===== src/rtl/vector_rotate_pipe.sv =====
// Stallable 2-stage fixed-point 2-D vector rotator with round-half-to-even and tag sideband.
// Optional output clamping and out_sat flag when VECTOR_ROTATE_SAT_EN is defined.
module vector_rotate_pipe #(
    parameter int IN_W      = 5,
    parameter int COEF_W    = 9,
    parameter int COEF_FRAC = 8,
    parameter int OUT_W     = 6,
    parameter int TAG_W     = 4
) (
    input  logic              clk,
    input  logic              rst_n,
    input  logic              in_valid,
    output logic              in_ready,
    input  logic [IN_W-1:0]   in_x,
    input  logic [IN_W-1:0]   in_y,
    input  logic [COEF_W-1:0] in_cos,
    input  logic [COEF_W-1:0] in_sin,
    input  logic              in_inv,
    input  logic [TAG_W-1:0]  in_tag,
    output logic              out_valid,
    input  logic              out_ready,
    output logic [OUT_W-1:0]  out_x,
    output logic [OUT_W-1:0]  out_y,
    output logic [TAG_W-1:0]  out_tag,
    output logic              out_sat
);

    localparam int PW = IN_W + COEF_W + 1;
    localparam int QW = PW + 1;

    logic                 s1_valid_q;
    logic signed [PW-1:0] xc_q, yc_q, xs_q, ys_q;
    logic [TAG_W-1:0]     tag1_q;

    logic                 out_valid_q;
    logic [OUT_W-1:0]     out_x_q, out_y_q;
    logic [TAG_W-1:0]     out_tag_q;
    logic                 out_sat_q;

    logic                 s1_load, s2_load;
    logic signed [PW-1:0] x_e, y_e, c_e, s_e;
    logic signed [PW-1:0] xc_d, yc_d, xs_d, ys_d;
    logic signed [QW-1:0] qx, qy;
    logic [OUT_W-1:0]     out_x_d, out_y_d;
    logic                 out_sat_d;

    assign s2_load  = !out_valid_q || out_ready;
    assign s1_load  = !s1_valid_q || s2_load;
    assign in_ready = s1_load;

    // sin is widened by one bit before negation so -(most negative) is representable
    always_comb begin
        x_e  = PW'($signed(in_x));
        y_e  = PW'($signed(in_y));
        c_e  = PW'($signed(in_cos));
        s_e  = in_inv ? -PW'($signed(in_sin)) : PW'($signed(in_sin));
        xc_d = x_e * c_e;
        yc_d = y_e * c_e;
        xs_d = x_e * s_e;
        ys_d = y_e * s_e;
    end

    function automatic logic signed [QW-1:0] rnd_even(input logic signed [QW-1:0] q);
        logic signed [QW-1:0]  i;
        logic [COEF_FRAC-1:0]  r;
        logic [COEF_FRAC-1:0]  h;
        i = q >>> COEF_FRAC;
        r = q[COEF_FRAC-1:0];
        h = COEF_FRAC'(1) << (COEF_FRAC - 1);
        if ((r > h) || ((r == h) && i[0]))
            i = i + QW'(1);
        return i;
    endfunction

    assign qx = QW'(xc_q) - QW'(ys_q);
    assign qy = QW'(xs_q) + QW'(yc_q);

`ifdef VECTOR_ROTATE_SAT_EN
    localparam logic signed [QW-1:0] MAXV = QW'((2 ** (OUT_W - 1)) - 1);
    localparam logic signed [QW-1:0] MINV = -MAXV - QW'(1);

    logic signed [QW-1:0] rx, ry;
    logic                 sat_x, sat_y;

    always_comb begin
        rx      = rnd_even(qx);
        ry      = rnd_even(qy);
        sat_x   = 1'b0;
        sat_y   = 1'b0;
        out_x_d = OUT_W'(rx);
        out_y_d = OUT_W'(ry);
        if (rx > MAXV) begin
            out_x_d = OUT_W'(MAXV);
            sat_x   = 1'b1;
        end else if (rx < MINV) begin
            out_x_d = OUT_W'(MINV);
            sat_x   = 1'b1;
        end
        if (ry > MAXV) begin
            out_y_d = OUT_W'(MAXV);
            sat_y   = 1'b1;
        end else if (ry < MINV) begin
            out_y_d = OUT_W'(MINV);
            sat_y   = 1'b1;
        end
        out_sat_d = sat_x || sat_y;
    end
`else
    always_comb begin
        out_x_d   = OUT_W'(rnd_even(qx));
        out_y_d   = OUT_W'(rnd_even(qy));
        out_sat_d = 1'b0;
    end
`endif

    always_ff @(posedge clk or negedge rst_n) begin
        if (!rst_n) begin
            s1_valid_q <= 1'b0;
            xc_q       <= '0;
            yc_q       <= '0;
            xs_q       <= '0;
            ys_q       <= '0;
            tag1_q     <= '0;
        end else if (s1_load) begin
            s1_valid_q <= in_valid;
            xc_q       <= xc_d;
            yc_q       <= yc_d;
            xs_q       <= xs_d;
            ys_q       <= ys_d;
            tag1_q     <= in_tag;
        end
    end

    always_ff @(posedge clk or negedge rst_n) begin
        if (!rst_n) begin
            out_valid_q <= 1'b0;
            out_x_q     <= '0;
            out_y_q     <= '0;
            out_tag_q   <= '0;
            out_sat_q   <= 1'b0;
        end else if (s2_load) begin
            out_valid_q <= s1_valid_q;
            out_x_q     <= out_x_d;
            out_y_q     <= out_y_d;
            out_tag_q   <= tag1_q;
            out_sat_q   <= out_sat_d;
        end
    end

    assign out_valid = out_valid_q;
    assign out_x     = out_x_q;
    assign out_y     = out_y_q;
    assign out_tag   = out_tag_q;
    assign out_sat   = out_sat_q;

endmodule


===== config.mk =====
export PLATFORM = sky130hd
export DESIGN_NAME = vector_rotate_pipe
export DESIGN_NICKNAME = d
export VERILOG_FILES = /design/src/rtl/vector_rotate_pipe.sv
export SDC_FILE = /design/constraint.sdc
export NUM_CORES = 1
export LEC_CHECK = 0
export BUFFER_PORTS_ARGS = -buffer_cell sky130_fd_sc_hd__buf_2
export CORE_ASPECT_RATIO = 1.4
export CORE_MARGIN = 3
export CORE_UTILIZATION = 45
export DETAILED_ROUTE_END_ITERATION = 10
export MAX_ROUTING_LAYER = met4
export PLACE_DENSITY = 0.67
export SLEW_MARGIN = 20
export SYNTH_ARGS = -nofsm -noshare
export SYNTH_HDL_FRONTEND = slang
export SYNTH_SLANG_ARGS = --single-unit
export TNS_END_PERCENT = 50

===== constraint.sdc =====
create_clock -name clk -period 3.1 [get_ports clk]
set_clock_uncertainty 0.05 [all_clocks]
set_input_delay 0.465 -clock clk [delete_from_list [all_inputs] [get_ports clk]]
set_output_delay 0.465 -clock clk [all_outputs]
set_load 0.05 [all_outputs]

Word-level counts from Yosys, hierarchy flattened. Index checks and enable logic that the tools add are counted.

Equal/unequal tests: 2. Multiplexer cells: 3. Multiply operators: 4. $lt $le $gt $ge: 2. Add/sub/neg operators: 5. Reductions and logical operators: 8.

Operator list (count): 5-bit by 15-bit multiplier with 14-bit output (2); 5-bit by 9-bit multiplier with 14-bit output (2); 8-bit equality test (second input constant) (2); 8-bit > comparator (second input constant) (2); 15-bit two-way mux (1); 9-bit negation with 15-bit output (1); 14-bit adder (1); 14-bit subtractor (1); 6-bit by 2-bit adder with 6-bit output (second input constant) (2); 6-bit two-way mux (2); 1-bit logical OR (4); 1-bit logical AND (2); 1-bit logical NOT (2).

Input port bits: 37. Register bits: 78. Output and inout bits: 19.

Logic depth before layout (Yosys ltp).
Word-level depth: 5. Depth in mapped cells: 22. Depth with buffers taken out: 22.

Worst setup path before layout. OpenSTA, ideal clock, no wires.

Path type: in2reg. Start: input port in_sin[1]. End: register ys_q[12]. Setup slack: -1.695 ns. Stages on the path: 18. Path buffers: 0. Arrival: 4.609 ns. Data required time: 2.914 ns. Cell sequence: or3_1 > nand2_1 > xor2_1 > nand2b_1 > fa_1 > fa_1 > fa_1 > inv_1 > ha_1 > a21o_1 > a21oi_1 > o21ai_0 > a21oi_1 > o21bai_1 > a211oi_1 > o31ai_1 > xnor2_1 > o21ai_0.

Word-level cells in the longest chain between the ends: 3.

Ends and longest elaborated chain: start: declaration (line 17) `input logic [COEF_W-1:0] in_sin,`; 9-bit negation with 15-bit output (line 56) `s_e = in_inv ? -PW'($signed(in_sin)) : PW'($signed(in_sin));`; 15-bit two-way mux * (line 56); 5-bit by 15-bit multiplier with 14-bit output * (line 60) `ys_d = y_e * s_e;`; end signal: assignment (line 129) `ys_q <= ys_d;`; end: declaration (line 32) `logic signed [PW-1:0] xc_q, yc_q, xs_q, ys_q;`.

Every way passes the cells marked *; elsewhere a longest branch is shown, timed or not. A chain may end at the register's enable or synchronous reset.

Final worst setup path.
Start: input port in_sin[2]. End: register xs_q[13].

Word-level cells in the longest chain between the ends: 3.

Ends and longest elaborated chain: 9-bit negation with 15-bit output (line 56); 15-bit two-way mux * (line 56); 5-bit by 15-bit multiplier with 14-bit output * (line 59) `xs_d = x_e * s_e;`; end signal: assignment (line 128) `xs_q <= xs_d;`; end: declaration (line 32).

Marks and branches as above.

==> flow_summary.rst <==
.. list-table::
   :header-rows: 1

   * - Metric
     - Value
   * - Clock buffers created by TritonCTS
     - 9
   * - Number of nets in the layout
     - 1789
   * - Startpoint Class
     - primary input
   * - Instance area after placement
     - 13100 um^2
   * - Initial cell density of the core
     - 0.460
   * - Post-synth EDFFs
     - 0
   * - Number of standard-cell rows in the floorplan
     - 67
   * - Syn Inst Count
     - 1295
   * - Top post-synthesis cells by area
     - fa_1 22%, dfrtp_1 18%, ha_1 14%
   * - Type of the tightest min-delay check
     - in2async
   * - Post-synthesis sequential element count
     - 78
   * - First-pass iteration count of the detailed router
     - 4
   * - Vertical extent of the die
     - 192 um
   * - Total die area
     - 26600 um^2
   * - FF/Latch Area
     - 1950 um^2
   * - Highest achievable clock rate
     - 228 MHz
   * - Detail-routed via count per cell
     - 5.03
   * - Final setup violating endpoints
     - 36
   * - Delay of the slowest critical-path stage
     - 0.52 ns
   * - Global router's overall resource usage
     - 0.219
   * - Post-Place Worst Slack
     - -1.77 ns
   * - Via count of the first global-routing pass
     - 9452
   * - Root Buffer Master
     - clkbuf_16
   * - Type of the worst setup path
     - in2reg
   * - Cell area after layout
     - 14400 um^2
   * - Die span in x
     - 139 um
   * - Count of final hold-check violations
     - 0
   * - Detailed Route WL
     - 27800 um
   * - Total buffers and inverters traversed by the critical path
     - 5
   * - Remaining antenna violation count
     - 0
   * - Count of buffers from port buffering
     - 54
   * - Total instance count after detailed placement
     - 1773
   * - Buffer levels on the longest clock path
     - 2
   * - Time the final worst path needs with I/O delays and setup
     - 4.39 ns
   * - Mean instance size in the synthesized netlist
     - 8.58 um^2
   * - Leakage power figure
     - 7.13 nW
   * - Area overhead of the layout relative to synthesis
     - 29.8%
   * - Mapped Nets
     - 1577
   * - Initial antenna violation count
     - 0
   * - Slowest cell on crit path
     - fa_1
   * - Capturing element type of the critical path
     - flop
   * - Distinct cells, synth
     - 65
   * - Arrival time reported for the critical path endpoint
     - 4.55 ns
   * - Sequential-to-total area share from yosys stat
     - 0.176
   * - Worst skew pair latency
     - 0.35 ns
   * - Cell area after technology mapping
     - 11100 um^2
   * - Maximum fanout count along the critical path
     - 4
   * - Max-Slew Margin vs Limit
     - 0.466
   * - Post-cts hold buffer count
     - 0
   * - Clock-pin slew reported for the worst setup and hold paths after clock tree synthesis
     - 0.07 ns
   * - Required time worst endpoint
     - 3.26 ns
   * - Global route overflow
     - 0
   * - Largest vdd supply drop
     - 513 uV
   * - Total clock sinks
     - 78
   * - Clock tree from TritonCTS
     - done
   * - Setup slack after layout
     - -1.29 ns
   * - Max H-tree Level
     - 3
   * - Violations in the final reports
     - setup timing
   * - Number of placed I/O pins
     - 56
   * - HPWL reported at the end of detailed placement
     - 22100 um
   * - Status
     - finished, violations left
   * - Setup slack of the worst register-to-register path
     - 0.17 ns
   * - End-of-flow core utilization
     - 0.597
   * - Unrepaired setup endpoints after global routing
     - true
   * - Worst r2r dst
     - out_x[5]
   * - Footprint of the multi-input gates
     - 8980 um^2
   * - Placeable core area
     - 24100 um^2
   * - Number of vias after detailed routing
     - 9167
   * - Detail-routed net length per standard cell
     - 15.3 um
   * - Number of non-filler instances in the completed layout
     - 1822
   * - Remaining DRCs
     - 0
   * - Number of inserted diodes
     - 0
   * - Area fraction of the dominant cell type after synthesis
     - 0.216
   * - Global-route wire length before repair
     - 46100 um
   * - Sequence of cells on the critical path
     - buf_6 -> or3_4 -> o31ai_4 -> xor2_2 -> buf_6 -> buf_6 -> nor2b_4 -> ha_4 -> fa_1 -> inv_1 -> fa_1 -> inv_2 -> ha_4 -> nor2b_4 -> o21ai_2 -> a21boi_2 -> o21a_1 -> o21ai_1 -> nand2b_1 -> a211oi_2 -> xnor2_1 -> o21ai_1
   * - Share of flip-flops with an asynchronous set or reset
     - 1.00
   * - Library cell with the largest summed area after synthesis
     - fa_1
   * - Total of max-cap violations
     - 0
   * - Count of final max-slew check failures
     - 0
   * - Synth Warn #
     - 0
   * - Share of the clock period used by the worst path after layout
     - 1.42
   * - Post-synth top flop
     - dfrtp_1
   * - Largest net degree at the start of global routing
     - 79
   * - Power density over cell area
     - 848 nW/um^2
   * - Critical R2R Launch
     - ys_q[0]
   * - Depth of the most critical reg-to-reg path
     - 11
   * - DR iter-0 viols
     - 375
   * - Top Family by Delay on Critical Path
     - adder cells
   * - Layout filler cell count
     - 2057
   * - Actual transition at the worst max-transition pin
     - 0.800 ns
   * - Placer's final routability congestion estimate
     - 0.882
   * - Fraction of final layout cells sized beyond drive strength 1
     - 0.276
   * - Crit-path most repeated cell
     - buf_6
==> per-layer routing <==
layer | global-route usage | vias up | part of all wire
li1 | - | 4531 | -
met1 | 0.248 | 4446 | 0.40
met2 | 0.400 | 140 | 0.53
met3 | 0.0212 | 50 | 0.032
met4 | 0.0881 | 0 | 0.042
met5 | - | - | 0
==> Yosys cell counts, types with 2 or more instances <==
cell type / count
a211oi_1: 11
a211oi_2: 3
a21boi_1: 5
a21o_1: 7
a21oi_1: 45
a221oi_1: 3
a31o_1: 2
a31oi_1: 4
and2_1: 75
and3_1: 7
clkbuf_1: 41
dfrtp_1: 78
fa_1: 120
ha_1: 125
inv_1: 217
mux2i_1: 3
nand2_1: 150
nand2b_1: 35
nand3_1: 11
nand3b_1: 2
nand4_1: 3
nor2_1: 62
nor2b_1: 67
nor3_1: 8
nor4_2: 2
o211ai_1: 3
o21a_1: 16
o21ai_0: 39
o21ai_1: 17
o21bai_1: 2
o221ai_1: 2
o31ai_1: 12
o31ai_2: 3
or3_1: 6
or4_1: 3
xnor2_1: 53
xor2_1: 25
==> cell families after synthesis <==
kind of cell               share of synthesized area
buffers and inverters                         0.0890
and+or+nand+nor                                0.201
DFF                                            0.176
muxes                                        0.00496
xor gates and xnor gates                      0.0630
adders and majority gates                      0.357
AOI/OAI and AO/OA                              0.109
other                                       0.000338
==> registers in the layout, summed over array words and instances (netlist names) <==
| register | count |
|---|---|
| xs_q | 14 |
| xc_q | 14 |
| out_x | 6 |
| s1_valid_q | 1 |
| out_y | 6 |
| out_valid | 1 |
| ys_q | 14 |
| tag1_q | 4 |
| out_tag | 4 |
| yc_q | 14 |
==> area by class of cell <==
| type | instances | share of cell area |
|---|---|---|
| well taps | 310 | 0.0269 |
| clock buffers | 9 | 0.0156 |
| repair buffers | 245 | 0.137 |
| inverters | 218 | 0.0569 |
| clock inverters | 7 | 0.00555 |
| multi-input cells | 955 | 0.623 |
| flip-flops and latches | 78 | 0.135 |
==> timing repair <==
item                       CTS  global route
cloned                       1             0
setup endpoints to repair   37            42
pin swaps                   88            84
buffers inserted            29            11
resized for setup           74            98
==> per-stage QoR <==
stage / hold WS [ns] / power (mW) / setup TNS [ns]
floorplan: 0.119 / 7.84 / -26.94
global placement: 0.394 / 10.1 / -41.63
detailed placement: 0.400 / 10.3 / -43.72
CTS: 0.247 / 11.8 / -24.79
global route: 0.157 / 13.5 / -30.68
finish: 0.0782 / 12.2 / -25.73
==> power by group <==
part	total (mW)	switching, mW	internal, mW	leakage [nW]
Combinational	9.36	4.89	4.47	6.06
Clock	1.10	0.470	0.634	0.143
Sequential	1.76	0.289	1.47	0.920
==> layout by cell type, fill, tap and decap left out, types with 43 or more instances in the layout <==
cell type    n
nor2b_1     54
buf_4      166
fa_1       116
nor2_1      60
ha_1       107
inv_1      204
nand2_1    141
dfrtp_1     78
xnor2_1     43
and2_1      75
==> worst max-delay path by stage <==
stage	start	end	slack, ns	depth (start not counted)
after floorplan	in_sin[0]	ys_q[13]	-1.36	19
after global placement	in_sin[0]	ys_q[13]	-1.72	20
after global routing	in_sin[2]	ys_q[13]	-1.46	20
after detailed placement	in_sin[0]	ys_q[13]	-1.77	20
final	in_sin[2]	xs_q[13]	-1.29	22
after CTS	in_sin[5]	ys_q[13]	-1.26	16
No activity file was read; power rests on OpenSTA's default activity.
